### src/rtl/rv32_wb_arbiter.sv
// Write-back arbiter for rv32im: round-robin select onto the single regfile write port.
// Optional busy-register scoreboard for RAW/WAW stalls, built when RV32_WB_SCOREBOARD_EN is defined.
module rv32_wb_arbiter #(
    parameter int NREQ = 3,
    parameter int XLEN = 32
) (
    input  logic                 clk_i,
    input  logic                 rst_i,
    input  logic [NREQ-1:0]      req_valid_i,
    input  logic [NREQ*5-1:0]    req_rd_i,
    input  logic [NREQ*XLEN-1:0] req_val_i,
    output logic [NREQ-1:0]      req_ready_o,
    output logic                 we_o,
    output logic [4:0]           rd_addr_o,
    output logic [XLEN-1:0]      rd_val_o,
    input  logic                 iss_valid_i,
    input  logic [4:0]           iss_rd_i,
    output logic                 iss_ready_o,
    input  logic [4:0]           rs1_i,
    input  logic [4:0]           rs2_i,
    output logic                 rs1_busy_o,
    output logic                 rs2_busy_o
);

    localparam int PW = $clog2(NREQ);

    logic [PW-1:0]   last;
    logic [PW-1:0]   gidx;
    logic [PW:0]     cand;
    logic [NREQ-1:0] grant;
    logic            xfer;
    logic [4:0]      sel_rd;
    logic [XLEN-1:0] sel_val;

    // Search last+1 .. last+NREQ (mod NREQ); first valid requester wins.
    always_comb begin
        grant = '0;
        gidx  = last;
        cand  = '0;
        for (int i = 1; i <= NREQ; i++) begin
            cand = {1'b0, last} + (PW+1)'(i);
            if (cand >= (PW+1)'(NREQ)) begin
                cand = cand - (PW+1)'(NREQ);
            end
            if (grant == '0 && req_valid_i[cand[PW-1:0]]) begin
                grant[cand[PW-1:0]] = 1'b1;
                gidx = cand[PW-1:0];
            end
        end
        if (rst_i) begin
            grant = '0;
        end
    end

    assign req_ready_o = grant;
    assign xfer        = |grant;
    assign sel_rd      = req_rd_i[gidx*5 +: 5];
    assign sel_val     = req_val_i[gidx*XLEN +: XLEN];

    always_ff @(posedge clk_i or posedge rst_i) begin
        if (rst_i) begin
            last      <= PW'(NREQ - 1);
            we_o      <= 1'b0;
            rd_addr_o <= '0;
            rd_val_o  <= '0;
        end else begin
            we_o <= xfer && (sel_rd != 5'd0);
            if (xfer) begin
                last <= gidx;
            end
            // x0 writes are consumed but never reach the regfile
            if (xfer && sel_rd != 5'd0) begin
                rd_addr_o <= sel_rd;
                rd_val_o  <= sel_val;
            end
        end
    end

`ifdef RV32_WB_SCOREBOARD_EN
    logic [31:0] busy;
    logic [31:0] busy_set;
    logic [31:0] busy_clr;

    always_comb begin
        busy_set = '0;
        busy_clr = '0;
        if (iss_valid_i && iss_ready_o && iss_rd_i != 5'd0) begin
            busy_set[iss_rd_i] = 1'b1;
        end
        if (we_o) begin
            busy_clr[rd_addr_o] = 1'b1;
        end
    end

    // Set is applied after clear so a same-cycle reissue stays busy.
    always_ff @(posedge clk_i or posedge rst_i) begin
        if (rst_i) begin
            busy <= '0;
        end else begin
            busy <= ((busy & ~busy_clr) | busy_set) & 32'hFFFF_FFFE;
        end
    end

    assign iss_ready_o = ~busy[iss_rd_i];
    assign rs1_busy_o  = busy[rs1_i];
    assign rs2_busy_o  = busy[rs2_i];
`else
    logic unused_sb;

    assign unused_sb   = ^{iss_valid_i, iss_rd_i, rs1_i, rs2_i};
    assign iss_ready_o = 1'b1;
    assign rs1_busy_o  = 1'b0;
    assign rs2_busy_o  = 1'b0;
`endif

endmodule

### config.mk
export PLATFORM = sky130hd
export DESIGN_NAME = rv32_wb_arbiter
export DESIGN_NICKNAME = d
export VERILOG_FILES = /design/src/rtl/rv32_wb_arbiter.sv
export SDC_FILE = /design/constraint.sdc
export NUM_CORES = 1
export LEC_CHECK = 0
export CORE_MARGIN = 5
export CORE_UTILIZATION = 39
export CTS_CLUSTER_SIZE = 20
export DETAILED_ROUTE_END_ITERATION = 7
export HOLD_SLACK_MARGIN = 0.12
export PLACE_DENSITY = 0.85
export SKIP_LAST_GASP = 1
export SLEW_MARGIN = 10
export SYNTH_ARGS = -nofsm -noshare
export SYNTH_HDL_FRONTEND = slang
export SYNTH_SLANG_ARGS = --single-unit
### constraint.sdc
create_clock -name clk_i -period 4.7 [get_ports clk_i]
set_input_delay 0.47 -clock clk_i [delete_from_list [all_inputs] [get_ports clk_i]]
set_output_delay 0.47 -clock clk_i [all_outputs]
set_load 0.03 [all_outputs]
=== Yosys cells after proc, flatten, opt, wreduce, memory -nomap -nowiden ===
Index checks and enable logic that the tools add are counted.

* $add $sub $neg: 6
* Multiply operators: 1
* Magnitude comparators: 9
* Shift-type cells: 2
* Mux-type cells: 22
* Bitwise logic cells: 2
* Reductions and logical operators: 10

{| class="wikitable"
|+ Operator list
! operator !! number
|-
| 96-bit by 8-bit variable part select with 32-bit output || 1
|-
| 15-bit by 6-bit variable part select with 5-bit output || 1
|-
| 2-bit 2-to-1 mux || 6
|-
| 3-bit 2-to-1 mux || 4
|-
| 3-bit by 2-bit greater-or-equal comparator with 1-bit output (second input constant) || 3
|-
| 2-bit by 3-bit < comparator with 1-bit output (second input constant) || 3
|-
| 2-bit by 2-bit adder with 3-bit output (second input constant) || 2
|-
| 1-bit binary-select mux with 2-bit select || 3
|-
| 1-bit demux with 2-bit select || 3
|-
| 2-bit by 1-bit greater-or-equal comparator with 1-bit output (second input constant) || 3
|-
| 1-bit logical AND || 6
|-
| 3-bit zero test || 2
|-
| 1-bit 2-to-1 mux || 6
|-
| 3-bit bitwise OR || 2
|-
| 2-bit subtractor (second input constant) || 3
|-
| 2-bit by 3-bit multiplier with 5-bit output (second input constant) || 1
|-
| 5-bit nonzero test || 1
|-
| 2-bit by 1-bit adder with 3-bit output (second input constant) || 1
|-
| 3-bit OR reduction || 1
|}

* Flip-flop bits (word level): 40
* Bits of input ports: 132
* Output and inout port bits: 44
* Word-level logic and storage cells: 56

=== Longest topological paths before layout ===
* Depth after elaboration: 18
* Mapped depth: 15
* Mapped depth without buffers: 11

=== Least setup slack after synthesis ===
OpenSTA, ideal clock, no wires.

* Path kind: register to register
* From: reg last[0]
* To: reg rd_val_o[0]
* Library setup time: 0.125 ns
* Arrival: 3.456 ns
* Data required time: 4.575 ns
* Slack: 1.119 ns
* Stages on the path, launching flop included: 14
* Buffers on the path: 2
* Clock period less this slack: 3.581 ns
* Cell sequence: dfrtp_1 -> buf_2 -> inv_1 -> ha_1 -> and4b_1 -> o211a_1 -> a211oi_4 -> nand4b_4 -> mux2_4 -> or3_1 -> a22oi_2 -> a31oi_4 -> buf_6 -> mux2_4

* Word-level cells in the longest chain between the ends: 18
* Elaborated cells on any way between the ends: 52
* Those cells by class: add/sub (6); mul (1); order compare (9); shift (2); mux (22); bitwise (2); reduce/logical (10)

{| class="wikitable"
|+ RTL lines
! element !! line !! text
|-
| from (decl) || 27 || <nowiki>logic [PW-1:0] last;</nowiki>
|-
| from (signal assigned) || 62 || <nowiki>last <= PW'(NREQ - 1);</nowiki>
|-
| from (signal assigned) || 69 || <nowiki>last <= gidx;</nowiki>
|-
| 2-bit by 1-bit adder with 3-bit output || 41 || <nowiki>cand = {1'b0, last} + (PW+1)'(i);</nowiki>
|-
| 3-bit by 2-bit greater-or-equal comparator with 1-bit output or 2-bit subtractor (tied branches) || 42, 43 ||
|-
| 2-bit 2-to-1 mux || 42 || <nowiki>if (cand >= (PW+1)'(NREQ)) begin</nowiki>
|-
| 2-bit by 3-bit < comparator with 1-bit output (implied by the code) or 2-bit by 1-bit greater-or-equal comparator with 1-bit output (tied branches) || 46 || <nowiki>grant[cand[PW-1:0]] = 1'b1;</nowiki>
|-
| 1-bit logical AND (implied by the code) || 46 ||
|-
| 1-bit 2-to-1 mux (implied by the code) || 46 ||
|-
| 1-bit demux with 2-bit select || 46 ||
|-
| 3-bit 2-to-1 mux || 45 || <nowiki>if (grant == '0 && req_valid_i[cand[PW-1:0]]) begin</nowiki>
|-
| [2 not listed] || -- ||
|-
| 3-bit 2-to-1 mux || 45 ||
|-
| 3-bit zero test || 45 ||
|-
| 1-bit logical AND || 45 ||
|-
| 2-bit 2-to-1 mux || 45 ||
|-
| 2-bit by 3-bit multiplier with 5-bit output || 57 || <nowiki>assign sel_rd = req_rd_i[gidx*5 +: 5];</nowiki>
|-
| 15-bit by 6-bit variable part select with 5-bit output || 57 ||
|-
| 5-bit nonzero test || 72 || <nowiki>if (xfer && sel_rd != 5'd0) begin</nowiki>
|-
| 1-bit logical AND || 72 ||
|-
| to (signal assigned) || 74 || <nowiki>rd_val_o <= sel_val;</nowiki>
|-
| to (decl) || 15 || <nowiki>output logic [XLEN-1:0] rd_val_o,</nowiki>
|}

Several ways; a longest one is shown, not always the timed one. The select of a mux whose other input is x is not followed.
A chain may end at the register's enable or synchronous reset.

=== Worst setup path in the final report ===
* From: reg last[1]
* To: reg rd_val_o[5]

The elaborated chain is that of the path after synthesis.

==> summary.txt <==
Timing
  – Final Skew: 4.96 ps
  – Worst slew margin relative to its limit: 58.2%
  – Setup TNS: 0 ps
  – Slew Viols, Final: 0
  – Fmax: between 0.2 and 0.25 GHz
  – Min Hold Slack: slightly below 500 ps
  – Worst slew pin tran: 627 ps
  – Number of hold violations in the final report: 0
  – Tmin final: 4220 ps
  – Unrepaired setup endpoints after global routing: false
  – Fin worst setup slack: 477 ps
  – Finish-stage setup viols: 0
  – Share of the clock period used by the worst path: roughly nine tenths

Logic synthesis
  – Synth cell count leaders: mux2i_1, nand2_1, dfrtp_1
  – Top cell type's share of synthesized area: 31.1%
  – Register area share after synthesis: 32.0%
  – Synth Area in Simple Gates: between 10% and 20%
  – Ys async rst share: 100%
  – Top post-synthesis cells by area: dfrtp_1, mux2_4, mux2i_1
  – Post-synth cell types: 53
  – Yosys Warn Count: 0
  – Xor-xnor portion of the synthesized cell area: less than 1%
  – Largest family of logic cells by synthesized area: multiplexers
  – Multiplexer area fraction after synthesis: 30.6%
  – Area leader, netlist: dfrtp_1
  – Compound-gate portion of the synthesized area: 16.0%
  – Seq cells post-synth: 40
  – Post-Synth Adder-Cell Area: about 2.4%
  – Number of synthesized flops with an enable pin: 0
  – Post-Syn Instances: approximately 320
  – Avg Cell Area, Syn: about 10 um^2
  – Most frequent cell after synthesis: mux2i_1
  – Mapped Area: 3130 um^2
  – Post-synth top flop: dfrtp_1

Placed design
  – Place WS: 316 ps
  – Routability congestion estimate: 0.820
  – Port Buffers: 156
  – HPWL Detailed: roughly 7.2 mm

Drt
  – Via count: 2,948
  – WL per Instance: 16.1 um
  – Routed Antenna Nets: 0
  – Vias/cell: 5.23
  – 1st-pass router iterations: 4
  – Residual DRC: 0
  – 1st-iter DRT viols: 135
  – Total wire length: 9.09 mm

Worst setup path
  – Slowest cell on crit path: ha_1
  – Required @ worst endpoint: 4870 ps
  – Crit Path Class: flop to flop
  – Crit. End Element: flop
  – WP data arrival: 4390 ps
  – Max incr delay on CP: 600 ps
  – Startpoint types: flop
  – CP Max Fanout: 33
  – Crit-path cells: inv_1 > ha_1 > mux2i_1 > o31ai_1 > a41oi_1 > nand4b_4 > mux2_4 > and2_1 > a22oi_2 > a31oi_4 > buf_12 > mux2_1

Global route
  – Vias in the first global route: 3,142
  – Largest net degree at the start of global routing: 42
  – Grt total ovfl: 0
  – Global Route Usage Sum: 17.9%
  – Initial antenna violation count: 0
  – First-pass GRT wire length: between 10 and 15 mm

Clock tree
  – CTS tree: built
  – Max H-tree Level: 2
  – Hold buffers post-CTS: 0
  – Clock sink count: 40
  – Worst skew pair latency: 280 ps
  – Post-CTS Resized: 0
  – Setup bufs post-CTS: 0
  – Bufs on Longest Clock Path: 2
  – Clock root buffer master: clkbuf_8
  – CTS clk-pin slew, worst paths: 80 ps
  – Clock buffer count from CTS: 5

Die
  – Die ar.: roughly 9900 um^2
  – # IOs: roughly 180
  – Core area: 7770 um^2
  – Initial Utilization: 40.4%
  – Std-Cell Rows: 32
  – Die Span Y: 99.6 um
  – Die Wd: 99.6 um

Power and ir drop
  – Total power: approximately 4.5 mW
  – P per Cell Area: roughly 930 nW/um^2
  – Leakage: between 2 and 2.5 nW
  – Peak supply drop: 0.421 mV

Min path
  – Worst min path class: flop to flop

Run
  – Max_cap viols: 0

Finish
  – Area Growth Syn to Fin: 55.0%
  – Fill count: 633
  – Nets: 599
  – Diodes inserted: 0
  – Layout cells sized above 1: 12.3%

Status
  – Status: finished, final reports clean
## final cells by class
class / count / area (um^2) / share of cell area [%]
inverters: 10 / 37.5 / 0.773
clock inverters: 2 / 35.0 / 0.721
multi-input cells: 240 / 1950 / 40.1
repair buffers: 164 / 1630 / 33.6
clock buffers: 6 / 72.6 / 1.49
well taps: 102 / 128 / 2.63
flip-flops and latches: 40 / 1000 / 20.6
## path summary, 6_finish.rpt
| kind | startpoint | to | slack (ps) | cells past startpoint |
|---|---|---|---|---|
| worst min-delay path | rd_val_o[4]$_DFFE_PP0P_ | rd_val_o[4]$_DFFE_PP0P_ | 500 | 1 |
| worst min register to register | rd_val_o[4]$_DFFE_PP0P_ | rd_val_o[4]$_DFFE_PP0P_ | 500 | 1 |
| worst max-delay path | last[1]$_DFFE_PP1P_ | rd_val_o[5]$_DFFE_PP0P_ | 480 | 12 |
| max in group asynchronous | rst_i | last[1]$_DFFE_PP1P_ | 3650 | 3 |
| worst max register to register | last[1]$_DFFE_PP1P_ | rd_val_o[5]$_DFFE_PP0P_ | 480 | 12 |
| min in group asynchronous | rst_i | rd_addr_o[4]$_DFFE_PP0P_ | 700 | 3 |
## sequential cells by signal (all words and copies together), names as in the netlist
| register | count |
|---|---|
| rd_addr_o | 5 |
| last | 2 |
| we_o | 1 |
| rd_val_o | 32 |
## layout by cell type, fill, tap and decap left out, types with 2 or more instances in the layout
| cell | instances |
|---|---|
| a21o_1 | 3 |
| a21oi_1 | 6 |
| a22oi_1 | 2 |
| a31oi_1 | 5 |
| and3_1 | 2 |
| buf_4 | 7 |
| clkbuf_8 | 5 |
| clkdlybuf4s50_1 | 156 |
| conb_1 | 3 |
| dfrtp_1 | 39 |
| ha_1 | 6 |
| inv_1 | 9 |
| mux2_1 | 6 |
| mux2_4 | 30 |
| mux2i_1 | 44 |
| nand2_1 | 42 |
| nand2b_1 | 5 |
| nand3_1 | 3 |
| nand3b_1 | 2 |
| nand4b_1 | 2 |
| nor2_1 | 5 |
| nor3_1 | 2 |
| o2111ai_1 | 2 |
| o21ai_0 | 36 |
| o21ai_1 | 4 |
| o22ai_1 | 3 |
| o31ai_1 | 2 |
| or2_2 | 2 |
## through the flow
step | utilization [%] | std cells | instance area (um^2)
floorplan | - | 316 | 3140
CTS | 62.5 | 564 | 4860
global placement | 61.1 | 556 | 4750
finish | 62.5 | 564 | 4860
global route | 62.5 | 564 | 4860
detailed placement | 61.1 | 556 | 4750
## worst max-delay path: cells and delay by family (launching register included)
kind / cells / cell delay, ps
AND/OR/NAND/NOR: 2 / 560
flip-flops: 1 / 570
buffers and inverters: 2 / 360
multiplexers: 3 / 1130
AO/OA/AOI/OAI: 4 / 830
adder cells (fa/ha/maj): 1 / 600
## metal layers
| layer | vias up | share of wire (%) | routed length [um] | global-route usage, % |
|---|---|---|---|---|
| met4 | 0 | 1.4 | 125 | 5.04 |
| met1 | 1406 | 37 | 3370 | 19.8 |
| met3 | 10 | 8.4 | 761 | 5.82 |
| met5 | - | 0 | 0 | 0 |
| li1 | 1411 | - | - | - |
| met2 | 121 | 53 | 4830 | 32.5 |
## cells by family (layout without fill, tap and decap cells)
group,after synthesis,after routing
other,2,3
adder cells (fa/ha/maj),6,6
flip-flops,40,40
AND/OR/NAND/NOR,75,75
XOR/XNOR,1,1
AO/OA/AOI/OAI,75,75
multiplexers,80,80
buffers and inverters,36,182
## where the power goes
group	total (mW)	internal (mW)	switching [mW]
registers	0.644	0.541	0.103
logic	3.59	1.69	1.90
clock network	0.276	0.158	0.118
No activity file was read; power rests on OpenSTA's default activity.
